<file path="src/rtl/vend_pkg.sv">
// Shared vending types: money width, coin denominations and dispenser FSM states.
package vend_pkg;
  localparam int MONEY_W = 12;
  typedef logic [MONEY_W-1:0] money_t;

  localparam money_t DOLLAR_VAL  = 12'd100;
  localparam money_t QUARTER_VAL = 12'd25;

  typedef enum logic [2:0] {
    ST_IDLE  = 3'd0,
    ST_PICK  = 3'd1,
    ST_EJECT = 3'd2,
    ST_GAP   = 3'd3,
    ST_DONE  = 3'd4,
    ST_JAM   = 3'd5
  } disp_state_e;
endpackage

</file>
<file path="src/rtl/change_dispenser_coin_tube.sv">
// Coin tube fill level: saturating up/down counter with full-load and empty flag.
module coin_tube #(
  parameter int MAX = 15,
  parameter int W   = 4
) (
  input  logic         clk,
  input  logic         reset,
  input  logic         load,
  input  logic         inc,
  input  logic         dec,
  output logic [W-1:0] cnt,
  output logic         empty
);
  localparam logic [W-1:0] MAX_V = W'(MAX);

  logic [W-1:0] cnt_q, cnt_d;

  // A same-cycle deposit and dispense cancel out.
  always_comb begin
    cnt_d = cnt_q;
    if (load) begin
      cnt_d = MAX_V;
    end else if (inc && !dec) begin
      if (cnt_q != MAX_V) cnt_d = cnt_q + 1'b1;
    end else if (dec && !inc) begin
      if (cnt_q != '0) cnt_d = cnt_q - 1'b1;
    end
  end

  always_ff @(posedge clk) begin
    if (reset) cnt_q <= MAX_V;
    else       cnt_q <= cnt_d;
  end

  assign cnt   = cnt_q;
  assign empty = (cnt_q == '0);
endmodule

</file>
<file path="src/rtl/change_dispenser.sv">
// Refund payout engine: latches credit on a refund edge and pays it out in dollars
// then quarters, one acknowledged coin at a time, reporting any unpaid remainder.
module change_dispenser
  import vend_pkg::*;
#(
  parameter int TUBE_MAX    = 15,
  parameter int ACK_TIMEOUT = 64,
  parameter int GAP_CYCLES  = 4
) (
  input  logic        clk,
  input  logic        reset,
  input  logic        refund,
  input  logic [11:0] balance,
  input  logic        coin_ack,
  input  logic        deposit_dollar,
  input  logic        deposit_quarter,
  input  logic [1:0]  refill,
  output logic        eject_dollar,
  output logic        eject_quarter,
  output logic        busy,
  output logic        done,
  output logic        balance_clr,
  output logic [11:0] owed,
  output logic [3:0]  dollar_cnt,
  output logic [3:0]  quarter_cnt,
  output logic        exact_change,
  output logic        jam
);
  localparam int TMR_W = $clog2(ACK_TIMEOUT + 1);
  localparam int GAP_W = (GAP_CYCLES > 1) ? $clog2(GAP_CYCLES) : 1;
  localparam logic [TMR_W-1:0] TMR_LIMIT = TMR_W'(ACK_TIMEOUT);
  localparam logic [GAP_W-1:0] GAP_LAST  = GAP_W'((GAP_CYCLES > 0) ? GAP_CYCLES - 1 : 0);

  disp_state_e      state_q, state_d;
  logic             refund_prev_q;
  money_t           remaining_q, remaining_d;
  money_t           owed_q, owed_d;
  logic             sel_dollar_q, sel_dollar_d;
  logic [TMR_W-1:0] timer_q, timer_d;
  logic [GAP_W-1:0] gap_q, gap_d;
  logic             eject_dollar_q, eject_dollar_d;
  logic             eject_quarter_q, eject_quarter_d;
  logic             busy_q, busy_d;
  logic             done_q, done_d;
  logic             jam_q, jam_d;

  logic             refund_edge;
  logic             dec_dollar, dec_quarter;
  logic             dollar_empty, quarter_empty;

  assign refund_edge = refund && !refund_prev_q;

  always_comb begin
    state_d      = state_q;
    remaining_d  = remaining_q;
    sel_dollar_d = sel_dollar_q;
    timer_d      = timer_q;
    gap_d        = gap_q;
    owed_d       = owed_q;
    dec_dollar   = 1'b0;
    dec_quarter  = 1'b0;
    case (state_q)
      ST_IDLE: begin
        if (refund_edge) begin
          remaining_d = balance;
          state_d     = (balance != '0) ? ST_PICK : ST_DONE;
        end
      end
      ST_PICK: begin
        timer_d = '0;
        if (remaining_q >= DOLLAR_VAL && !dollar_empty) begin
          sel_dollar_d = 1'b1;
          state_d      = ST_EJECT;
        end else if (remaining_q >= QUARTER_VAL && !quarter_empty) begin
          sel_dollar_d = 1'b0;
          state_d      = ST_EJECT;
        end else begin
          state_d = ST_DONE;
        end
      end
      ST_EJECT: begin
        // An ack arriving on the very cycle the timer expires still counts.
        if (coin_ack) begin
          remaining_d = remaining_q - (sel_dollar_q ? DOLLAR_VAL : QUARTER_VAL);
          dec_dollar  = sel_dollar_q;
          dec_quarter = !sel_dollar_q;
          timer_d     = '0;
          gap_d       = '0;
          state_d     = ST_GAP;
        end else if (timer_q == TMR_LIMIT) begin
          state_d = ST_JAM;
        end else begin
          timer_d = timer_q + 1'b1;
        end
      end
      ST_GAP: begin
        if (gap_q == GAP_LAST) state_d = ST_PICK;
        else                   gap_d   = gap_q + 1'b1;
      end
      ST_DONE: state_d = ST_IDLE;
      ST_JAM:  state_d = ST_JAM;
      default: state_d = ST_IDLE;
    endcase

    if (state_d == ST_DONE || state_d == ST_JAM) owed_d = remaining_d;

    eject_dollar_d  = (state_d == ST_EJECT) && sel_dollar_d;
    eject_quarter_d = (state_d == ST_EJECT) && !sel_dollar_d;
    busy_d          = (state_d == ST_PICK) || (state_d == ST_EJECT) || (state_d == ST_GAP);
    done_d          = (state_d == ST_DONE);
    jam_d           = (state_d == ST_JAM);
  end

  always_ff @(posedge clk) begin
    if (reset) begin
      state_q         <= ST_IDLE;
      refund_prev_q   <= 1'b0;
      timer_q         <= '0;
      gap_q           <= '0;
      owed_q          <= '0;
      eject_dollar_q  <= 1'b0;
      eject_quarter_q <= 1'b0;
      busy_q          <= 1'b0;
      done_q          <= 1'b0;
      jam_q           <= 1'b0;
    end else begin
      state_q         <= state_d;
      refund_prev_q   <= refund;
      timer_q         <= timer_d;
      gap_q           <= gap_d;
      owed_q          <= owed_d;
      eject_dollar_q  <= eject_dollar_d;
      eject_quarter_q <= eject_quarter_d;
      busy_q          <= busy_d;
      done_q          <= done_d;
      jam_q           <= jam_d;
    end
  end

  // Payout datapath is always loaded before it is read, so it carries no reset.
  always_ff @(posedge clk) begin
    remaining_q  <= remaining_d;
    sel_dollar_q <= sel_dollar_d;
  end

  coin_tube #(.MAX(TUBE_MAX), .W(4)) u_dollar_tube (
    .clk   (clk),
    .reset (reset),
    .load  (refill[1] && state_q == ST_IDLE),
    .inc   (deposit_dollar),
    .dec   (dec_dollar),
    .cnt   (dollar_cnt),
    .empty (dollar_empty)
  );

  coin_tube #(.MAX(TUBE_MAX), .W(4)) u_quarter_tube (
    .clk   (clk),
    .reset (reset),
    .load  (refill[0] && state_q == ST_IDLE),
    .inc   (deposit_quarter),
    .dec   (dec_quarter),
    .cnt   (quarter_cnt),
    .empty (quarter_empty)
  );

  assign eject_dollar  = eject_dollar_q;
  assign eject_quarter = eject_quarter_q;
  assign busy          = busy_q;
  assign done          = done_q;
  assign balance_clr   = done_q;
  assign owed          = owed_q;
  assign jam           = jam_q;
  assign exact_change  = (quarter_cnt < 4'd3);
endmodule

</file>
<file path="config.mk">
export PLATFORM = sky130hd
export DESIGN_NAME = change_dispenser
export DESIGN_NICKNAME = d
export VERILOG_FILES = /design/src/rtl/vend_pkg.sv /design/src/rtl/change_dispenser_coin_tube.sv /design/src/rtl/change_dispenser.sv
export SDC_FILE = /design/constraint.sdc
export NUM_CORES = 1
export LEC_CHECK = 0
export CORE_MARGIN = 2
export CORE_UTILIZATION = 30
export DETAILED_ROUTE_END_ITERATION = 7
export PLACE_DENSITY_LB_ADDON = 0.1
export SLEW_MARGIN = 20
export SYNTH_ARGS = -nofsm -noshare
export SYNTH_HDL_FRONTEND = slang
export SYNTH_HIERARCHICAL = 1
export SYNTH_SLANG_ARGS = --single-unit
</file>
<file path="constraint.sdc">
create_clock -name clk -period 2.8 [get_ports clk]
set_clock_uncertainty 0.05 [all_clocks]
set_input_delay 0.56 -clock clk [delete_from_list [all_inputs] [get_ports clk]]
set_output_delay 0.56 -clock clk [all_outputs]
set_load 0.05 [all_outputs]
</file>
; ---- After elaboration in Yosys (flattened, before gate mapping)
; Index checks and enable logic that the tools add are counted.
[word_totals]
reg_bits = 51
input_bits = 20
out_inout_bits = 27
elab_cells = 116
[classes]
n_addsub = 7
magnitude_cmp = 3
eq_ne = 18
n_mux = 33
reduce_logical = 41
[ops]
columns = op, n
row1 = 4-bit 2-to-1 mux, 8
row2 = 12-bit 2-to-1 mux, 2
row3 = 12-bit one-hot mux with 2 select lines, 1
row4 = 3-bit 2-to-1 mux, 7
row5 = 7-bit 2-to-1 mux, 3
row6 = 3-bit one-hot mux with 5 select lines, 1
row7 = 7-bit one-hot mux with 2 select lines, 1
row8 = "3-bit by 2-bit equality test with 1-bit output, second input constant", 4
row9 = "12-bit by 5-bit greater-or-equal comparator with 1-bit output, second input constant", 1
row10 = "12-bit by 7-bit greater-or-equal comparator with 1-bit output, second input constant", 1
row11 = 12-bit nonzero test, 1
row12 = 2-bit nonzero test, 6
row13 = 12-bit by 7-bit subtractor with 12-bit output, 1
row14 = 1-bit logical AND, 11
row15 = "3-bit equality test, second input constant", 3
row16 = 1-bit logical NOT, 9
row17 = 3-bit AND reduction, 3
row18 = "4-bit by 1-bit adder with 4-bit output, second input constant", 2
row19 = 4-bit logical NOT, 2
row20 = "2-bit inequality test, second input constant", 4
row21 = "4-bit inequality test, second input constant", 2
row22 = 4-bit nonzero test, 2
row23 = "4-bit by 1-bit subtractor with 4-bit output, second input constant", 2
row24 = "7-bit by 1-bit adder with 7-bit output, second input constant", 1
row25 = 13 further kinds, 24

; ---- Longest topological paths before layout
; Gate-level depths: netlist (run 1).
[logic_depth]
depth_word = 9
ltp_mapped = 13
ltp_nobuf = 11

; ---- Modules after synthesis
; Netlist (run 1), hierarchy kept.
[modules_own_cells]
columns = mod, n_inst, cells_each, area_each_um2, seq_area_each_um2
row1 = change_dispenser, 1, 275, 2368.5, 860.8
row2 = coin_tube, 2, 30, 284.0, 80.1

; ---- Least setup slack after synthesis (run 1)
; Ideal clock, no wire load.
[synth_path]
path_type = reg2out
from = register u_quarter_tube.cnt_q[1] (netlist: u_quarter_tube/cnt[1])
to = output port exact_change
arrival_ns = 1.822
required_time_ns = 2.190
slack_ns = 0.368
stages_incl_launch_ff = 2
n_path_buf = 0
cell_sequence = dfxtp_1 > a211oi_1
[synth_between]
elab_chain_cells = 1
[synth_rtl]
columns = element, line
row1 = start: declaration, change_dispenser_coin_tube.sv:16  ; logic [W-1:0] cnt_q, cnt_d;
row2 = start signal: assignment, change_dispenser_coin_tube.sv:32  ; else cnt_q <= cnt_d;
row3 = 4-bit by 2-bit < comparator with 1-bit output, change_dispenser.sv:173  ; assign exact_change = (quarter_cnt < 4'd3);
row4 = end: declaration, change_dispenser.sv:26  ; output logic exact_change,
; No other way between the ends.

; ---- Worst setup path after layout (run 1)
[layout_path]
from = input port balance[1]
to = register owed_q[0] (netlist: owed[0])
[layout_between]
elab_chain_cells = 6
[layout_rtl]
columns = element, line
row1 = start: declaration, change_dispenser.sv:13  ; input logic [11:0] balance,
row2 = 12-bit nonzero test *, change_dispenser.sv:66  ; state_d = (balance != '0) ? ST_PICK : ST_DONE;
row3 = 3-bit 2-to-1 mux *, change_dispenser.sv:66
row4 = 3-bit 2-to-1 mux *, change_dispenser.sv:64  ; if (refund_edge) begin
row5 = 3-bit one-hot mux with 5 select lines *, change_dispenser.sv:62  ; case (state_q)
row6 = 3-bit equality test, change_dispenser.sv:105  ; if (state_d == ST_DONE || state_d == ST_JAM) owed_d = remaining_d;
row7 = 1-bit logical OR *, change_dispenser.sv:105
row8 = end signal: assignment, change_dispenser.sv:131  ; owed_q <= owed_d;
row9 = end: declaration, change_dispenser.sv:37  ; money_t owed_q, owed_d;
; Every way passes the cells marked *; elsewhere a longest branch is shown, timed or not.
; A chain may end at the register's enable or synchronous reset.

==> results.cfg, run 1 <==
[synthesis]
area_share_of_the_largest_cell_type_after_synthesis = 0.348
synthCells = 335
ys_dominant_reg_cell = sky130_fd_sc_hd__dfxtp_1
post_synth_mux_area_share = 0.0375
synthMostInstantiatedCell = sky130_fd_sc_hd__dfxtp_1
synth_compound_gate_area_share = 0.216
post_synth.cell_area_avg_um2 = 8.77
synth-xor-area-share = 0.0358
synth_top_cells_by_count = 51 x sky130_fd_sc_hd__dfxtp_1, 34 x sky130_fd_sc_hd__nor2_1, 26 x sky130_fd_sc_hd__nand2_1, 19 x sky130_fd_sc_hd__inv_1, 16 x sky130_fd_sc_hd__ha_1
synth.distinct_cells = 62
synthesis.yosys.warnings = 6
synth-edff-count = 0
post-synth-top-area-cell = sky130_fd_sc_hd__dfxtp_1
post_synth_main_area_contributors = sky130_fd_sc_hd__dfxtp_1 35%, sky130_fd_sc_hd__ha_1 6.8%, sky130_fd_sc_hd__nor2_1 4.3%
async_flop_share = 0
synth_sequential_area_ratio = 0.348
yosys.area_share.adder = 0.0818
synth.cell_area_um2 = 2940
main_combinational_cell_family_by_area_after_synthesis = simple AND/OR/NAND/NOR gates
postSynthNetCount = 373
synth_seq_cells = 51
synth_simple_gate_area_frac = 0.234

[cells_and_area]
multi_input_area_um2 = 1780
filler_cell_count = 1042
drive_above_1_share = 0.113
ff_latch_area_um2 = 1020
postLayoutCoreUtil = 0.388
num_antenna_cells = 0
syn2layout_area_growth_pct = 27.5
fin_nets = 436

[global_route]
gr-total-overflow = 0
grt_antenna_before_repair = 0
globalRouteTotalUtil = 0.155
grt_pass1_wl_um = 12700
first_global_vias = 2504
grt_start_max_net_pins = 17

[detailed_routing]
totalWireLength_um = 7800
drt-wirelength-per-cell_um = 14.7
route.detailed.drc = 0
drt_pass1_iterations = 5
routed-via-count = 2618
avgViaCountPerCell = 4.94
route.antenna.remaining_nets = 0
drt_iter0_drc = 122

[clock_network]
clk-insertion-delay-late_ps = 310
htree_levels = 2
clockBufferDepth = 2
cts.sinks = 51
cts_root_buf = sky130_fd_sc_hd__clkbuf_8
postCtsSetupBuffers = 0
num_cts_buffers = 5
number_of_hold_repair_buffers_added_at_the_cts_stage = 0
cts_tree = yes
clk_pin_slew_worst_paths_ps = 90
post_cts_resized = 0

[placed_design]
place_congestion = 0.834
detailedPlacementHpwl_um = 6090
port_buffers = 46

[timing]
post-route-period-util = 0.890
timing_worst_slew_pin_value_ps = 602
max_freq_mhz = 401
layout_min_cycle_time_ps = 2490
hold_violations = 0
grt_setup_unrepaired = no
whs_ps = 440
setup_viol = 0
timing.max_slew.rel_slack = 0.594
setup-tns-final_ps = 0
report.final.slew_viol_count = 0

[worst_setup_path]
critical_path_required_ps = 2960
cp_cell_sequence = clkdlybuf4s50_1 > nor4_1 > buf_4 > nand4_1 > o221a_2 > nor3_4 > buf_4 > mux2i_1 > nor2_1
worstSetupStartpointType = input port
critical_path.n_buffers_inverters = 3
r2r_setup_slack_ps = 360
worst-path-max-fanout = 6
cpLargestDelayFamily = buffers and inverters
worst_path_most_repeated_cell = sky130_fd_sc_hd__buf_4
timing.critical_path.slowest_stage_cell = sky130_fd_sc_hd__clkdlybuf4s50_1
critical_path_arrival_ps = 2650
critPathCaptureType = flip-flop
timing_worst_setup_path_type = input port to flip-flop
slowest_delay_ps = 420

[power_and_ir_drop]
max-vdd-ir-drop_uv = 358
combPwrFrac = 0.601
net_switching_power_mw = 1.93
leakage_power_nw = 1.47
p_int_mw = 2.10
clock_power_share = 0.104
fin_total_pwr_mw = 4.04
sw_frac_of_total = 0.479
p_per_area_nw_per_um2 = 1080
power.sequential.fraction = 0.296

[floorplan]
start_util = 0.305
fp.dieH_um = 103
std_cell_rows = 36
fp.dieArea_um2 = 10600
core_um2 = 9640
ioPinCount = 47
die_width_um = 103

[run_status]
outcome = complete, no violations

[job]
maxCapViolations = 0

[hold_path]
worstHoldPathType = flip-flop to flip-flop
## power groups by stage
stage	combinational, mW	sequential, mW	clock [mW]
3_5_place_dp	2.42	1.21	0
4_1_cts	2.43	1.19	0.442
3_3_place_gp	2.41	1.21	0
5_1_grt	2.66	1.23	0.455
6_report	2.42	1.19	0.420
2_1_floorplan	1.44	1.45	0
## cells in the final DEF, fill, tap and decap left out, types with 5 or more instances in the layout
cell type	synthesis	final
sky130_fd_sc_hd__dfxtp_1	51	51
sky130_fd_sc_hd__clkdlybuf4s50_1	0	46
sky130_fd_sc_hd__nor2_1	34	34
sky130_fd_sc_hd__nand2_1	26	26
sky130_fd_sc_hd__buf_4	1	23
sky130_fd_sc_hd__inv_1	19	19
sky130_fd_sc_hd__ha_1	16	16
sky130_fd_sc_hd__a21oi_1	13	13
sky130_fd_sc_hd__mux2i_1	11	11
sky130_fd_sc_hd__nor3_1	10	10
sky130_fd_sc_hd__o21ai_0	7	7
sky130_fd_sc_hd__nand3_1	7	7
sky130_fd_sc_hd__xor2_1	7	7
sky130_fd_sc_hd__and3_1	7	7
sky130_fd_sc_hd__nand4_1	6	6
sky130_fd_sc_hd__a22oi_1	6	6
sky130_fd_sc_hd__a211oi_1	6	6
sky130_fd_sc_hd__nor4_1	5	5
sky130_fd_sc_hd__o211ai_1	5	5
sky130_fd_sc_hd__and2_1	5	5
sky130_fd_sc_hd__a221o_1	5	5
sky130_fd_sc_hd__xnor2_1	5	5
sky130_fd_sc_hd__clkbuf_8	0	5
## worst reg2reg max path, cell delays in order (launching register included)
cell,delay [ps]
sky130_fd_sc_hd__dfxtp_1,340
sky130_fd_sc_hd__inv_1,110
sky130_fd_sc_hd__ha_1,230
sky130_fd_sc_hd__ha_1,210
sky130_fd_sc_hd__nand2b_1,180
sky130_fd_sc_hd__a2111oi_0,480
sky130_fd_sc_hd__nor2_1,120
sky130_fd_sc_hd__mux2i_1,150
sky130_fd_sc_hd__a211o_1,300
sky130_fd_sc_hd__o21ba_1,180
## cell families after synthesis
family,after synthesis
AO/OA/AOI/OAI,83
buffers and inverters,32
adder cells (fa/ha/maj),18
multiplexers,11
AND/OR/NAND/NOR,128
XOR/XNOR,12
flip-flops,51
## area by class of cell
type | count | area share
Multi-Input combinational cell | 252 | 0.474
Tap cell | 133 | 0.0444
Clock inverter | 1 | 0.00200
Clock buffer | 5 | 0.0184
Timing Repair Buffer | 69 | 0.169
Sequential cell | 51 | 0.273
Inverter | 19 | 0.0190
## sequential cells by signal, summed over array words and instances (netlist names)
register and flops:
balance_clr 1, busy 1, eject_dollar 1, eject_quarter 1
gap_q 2, jam 1, owed 12, refund_prev_q 1
remaining_q 12, sel_dollar_q 1, state_q 3, timer_q 7
u_dollar_tube/cnt 4, u_quarter_tube/cnt 4
## per-stage QoR
step	setup slack [ps]	cells	instance area [µm²]
2_1_floorplan	368	335	2940
3_3_place_gp	0.764	524	3670
3_5_place_dp	-0.276	524	3670
4_1_cts	323	530	3740
5_1_grt	167	530	3740
6_report	309	530	3740
## layer usage
layer  track usage  share of wire  vias up
li1              -              -     1357
met1         0.206           0.50     1202
met5             0              0        -
met2         0.255           0.45       49
met4        0.0445          0.014        0
met3        0.0292          0.035       10
## worst paths after layout
check | to | start | cells past startpoint
hold reg to reg | gap_q[1]$_SDFFE_PP0P_ | gap_q[1]$_SDFFE_PP0P_ | 2
setup reg to reg | owed[10]$_SDFFE_PP0P_ | sel_dollar_q$_DFF_P_ | 9
setup / recovery | owed[0]$_SDFFE_PP0P_ | balance[1] | 9
hold / removal | gap_q[1]$_SDFFE_PP0P_ | gap_q[1]$_SDFFE_PP0P_ | 2
No activity file was read; power rests on OpenSTA's default activity.
==> inputs of run 2 (changes only) <==
Settings changed: CTS_CLUSTER_SIZE from default to 20, RECOVER_POWER from default to 50.
==> run 2 against run 1 <==
Effect of this change:
- first-iteration DRC count is 4.9% higher
- sequential share of layout area increased by 0.11 points
- final cell count unchanged
- clock-buffer cell count is the same
- cell area is 0.40% lower
- die area stayed put
- sequential cell count unchanged
- clock power about the same
- global-route usage is the same
- register-to-register slack about the same
- fmax decreased by 3.4%
- critical path type unchanged
- critical endpoint is now owed[1]$_SDFFE_PP0P_
- largest cell class unchanged
==> results.cfg, run 2 (same netlist as run 1, synthesis figures left out) <==
[run_status]
outcome = complete, no violations

[clock_network]
clockBufferDepth = 2
clk_pin_slew_worst_paths_ps = 90
clk-insertion-delay-late_ps = 310
postCtsSetupBuffers = 0
num_cts_buffers = 5
htree_levels = 2
number_of_hold_repair_buffers_added_at_the_cts_stage = 0
cts_root_buf = sky130_fd_sc_hd__clkbuf_8
post_cts_resized = 0
cts.sinks = 51
cts_tree = yes

[global_route]
first_global_vias = 2504
gr-total-overflow = 0
grt_pass1_wl_um = 12700
globalRouteTotalUtil = 0.155
grt_antenna_before_repair = 0
grt_start_max_net_pins = 17

[detailed_routing]
routed-via-count = 2642
route.antenna.remaining_nets = 0
avgViaCountPerCell = 4.98
totalWireLength_um = 7830
drt_pass1_iterations = 5
drt-wirelength-per-cell_um = 14.8
drt_iter0_drc = 128
route.detailed.drc = 0

[worst_setup_path]
reg2reg_from = sel_dollar_q$_DFF_P_
r2r_setup_slack_ps = 370
slowest_delay_ps = 560
worstSetupStartpointType = input port
critical_path_required_ps = 2960
critical_path_arrival_ps = 2740
worst-path-max-fanout = 6
rr_worst_depth = 9
critPathCaptureType = flip-flop
critical_path.n_buffers_inverters = 3
cp_cell_sequence = dlygate4sd3_1 > clkbuf_1 > nor3b_1 > nand2_1 > o221a_2 > nor3_4 > buf_4 > mux2i_1 > nor2_1
cpLargestDelayFamily = buffers and inverters
timing_worst_setup_path_type = input port to flip-flop
crit-reg2reg-capture = owed[10]$_SDFFE_PP0P_
timing.critical_path.slowest_stage_cell = sky130_fd_sc_hd__dlygate4sd3_1
crit_cells = 9

[placed_design]
postPlaceCellArea_um2 = 3670
place_congestion = 0.834
placement.setup.worst_slack_ps = -0.276
detailedPlacementHpwl_um = 6090
placedCellCount = 524
port_buffers = 46

[floorplan]
die_width_um = 103
fp.dieH_um = 103
std_cell_rows = 36
core_um2 = 9640
ioPinCount = 47
fp.dieArea_um2 = 10600
start_util = 0.305

[timing]
setup-tns-final_ps = 0
setup_viol = 0
timing.max_slew.rel_slack = 0.402
post-route-worst-setup-slack_ps = 222
timing_worst_slew_pin_value_ps = 888
layout_min_cycle_time_ps = 2580
post-route-period-util = 0.921
max_freq_mhz = 388
report.final.slew_viol_count = 0
grt_setup_unrepaired = no
hold_violations = 0

[power_and_ir_drop]
p_per_area_nw_per_um2 = 1070
max-vdd-ir-drop_uv = 350
leakage_power_nw = 1.50
fin_total_pwr_mw = 3.99

[cells_and_area]
most_frequent_standard_cell_in_the_layout_excluding_fill_and_tap_cells = sky130_fd_sc_hd__dfxtp_1
syn2layout_area_growth_pct = 27.0
design_area_um2 = 3730
fin_nets = 436
commonest_non_fill_non_tap_cells_in_the_layout = 51 x sky130_fd_sc_hd__dfxtp_1, 34 x sky130_fd_sc_hd__nor2_1, 26 x sky130_fd_sc_hd__nand2_1
num_antenna_cells = 0
finalNonFillerCells = 530
multi_input_area_um2 = 1770
ff_latch_area_um2 = 1020
filler_cell_count = 1044
drive_above_1_share = 0.103

[hold_path]
min_path_cells = 2
hp-start = gap_q[1]$_SDFFE_PP0P_
min_delay_worst_endpoint = gap_q[1]$_SDFFE_PP0P_
worstHoldPathType = flip-flop to flip-flop

[job]
maxCapViolations = 0
## run 2: cell count changes in the layout (fill, tap and decap cells not counted), sizes merged
cell | previous run | this run
buf | 23 | 20
clkbuf | 5 | 8
dlygate4sd3 | 0 | 23
clkdlybuf4s50 | 46 | 23
## run 2: worst max-delay path by stage
stage,startpoint,slack (ps),end
6_report,coin_ack,220,owed[1]$_SDFFE_PP0P_
5_1_grt,coin_ack,90,owed[8]$_SDFFE_PP0P_
4_1_cts,sel_dollar_q$_DFF_P_,320,owed[10]$_SDFFE_PP0P_
3_5_place_dp,balance[1],-0.3,owed[1]$_SDFFE_PP0P_
3_3_place_gp,balance[1],0.8,balance_clr$_SDFF_PP0_
2_1_floorplan,u_quarter_tube/cnt[1]$_SDFFE_PP1P_,370,exact_change
## run 2: layout make-up
type / instances / share of cell area
Multi-Input combinational cell: 252 / 0.475
Sequential cell: 51 / 0.274
Timing Repair Buffer: 69 / 0.167
Tap cell: 133 / 0.0446
Inverter: 19 / 0.0191
Clock buffer: 5 / 0.0185
Clock inverter: 1 / 0.00201
## run 2: worst min-delay path: stages (launching register included)
cell and delay (ps):
sky130_fd_sc_hd__dfxtp_1 330, sky130_fd_sc_hd__nand3_1 70, sky130_fd_sc_hd__a21oi_1 60
## run 2: report_power, final
part / switching [mW] / total [mW] / internal (mW)
logic: 1.43 / 2.38 / 0.954
registers: 0.240 / 1.19 / 0.947
clock network: 0.253 / 0.420 / 0.167
total: 1.92 / 3.99 / 2.07
## run 2: per-stage QoR
step	utilization	hold WS, ps
3_5_place_dp	0.381	419
3_3_place_gp	0.381	412
6_report	0.387	441
5_1_grt	0.387	460
4_1_cts	0.388	433
2_1_floorplan	-	402
## run 2: per-layer routing
| metal | vias up | GRT usage | wire (µm) |
|---|---|---|---|
| met3 | 8 | 0.0292 | 272 |
| li1 | 1356 | - | - |
| met1 | 1223 | 0.206 | 3890 |
| met5 | - | 0 | 0 |
| met4 | 0 | 0.0445 | 100 |
| met2 | 55 | 0.255 | 3570 |
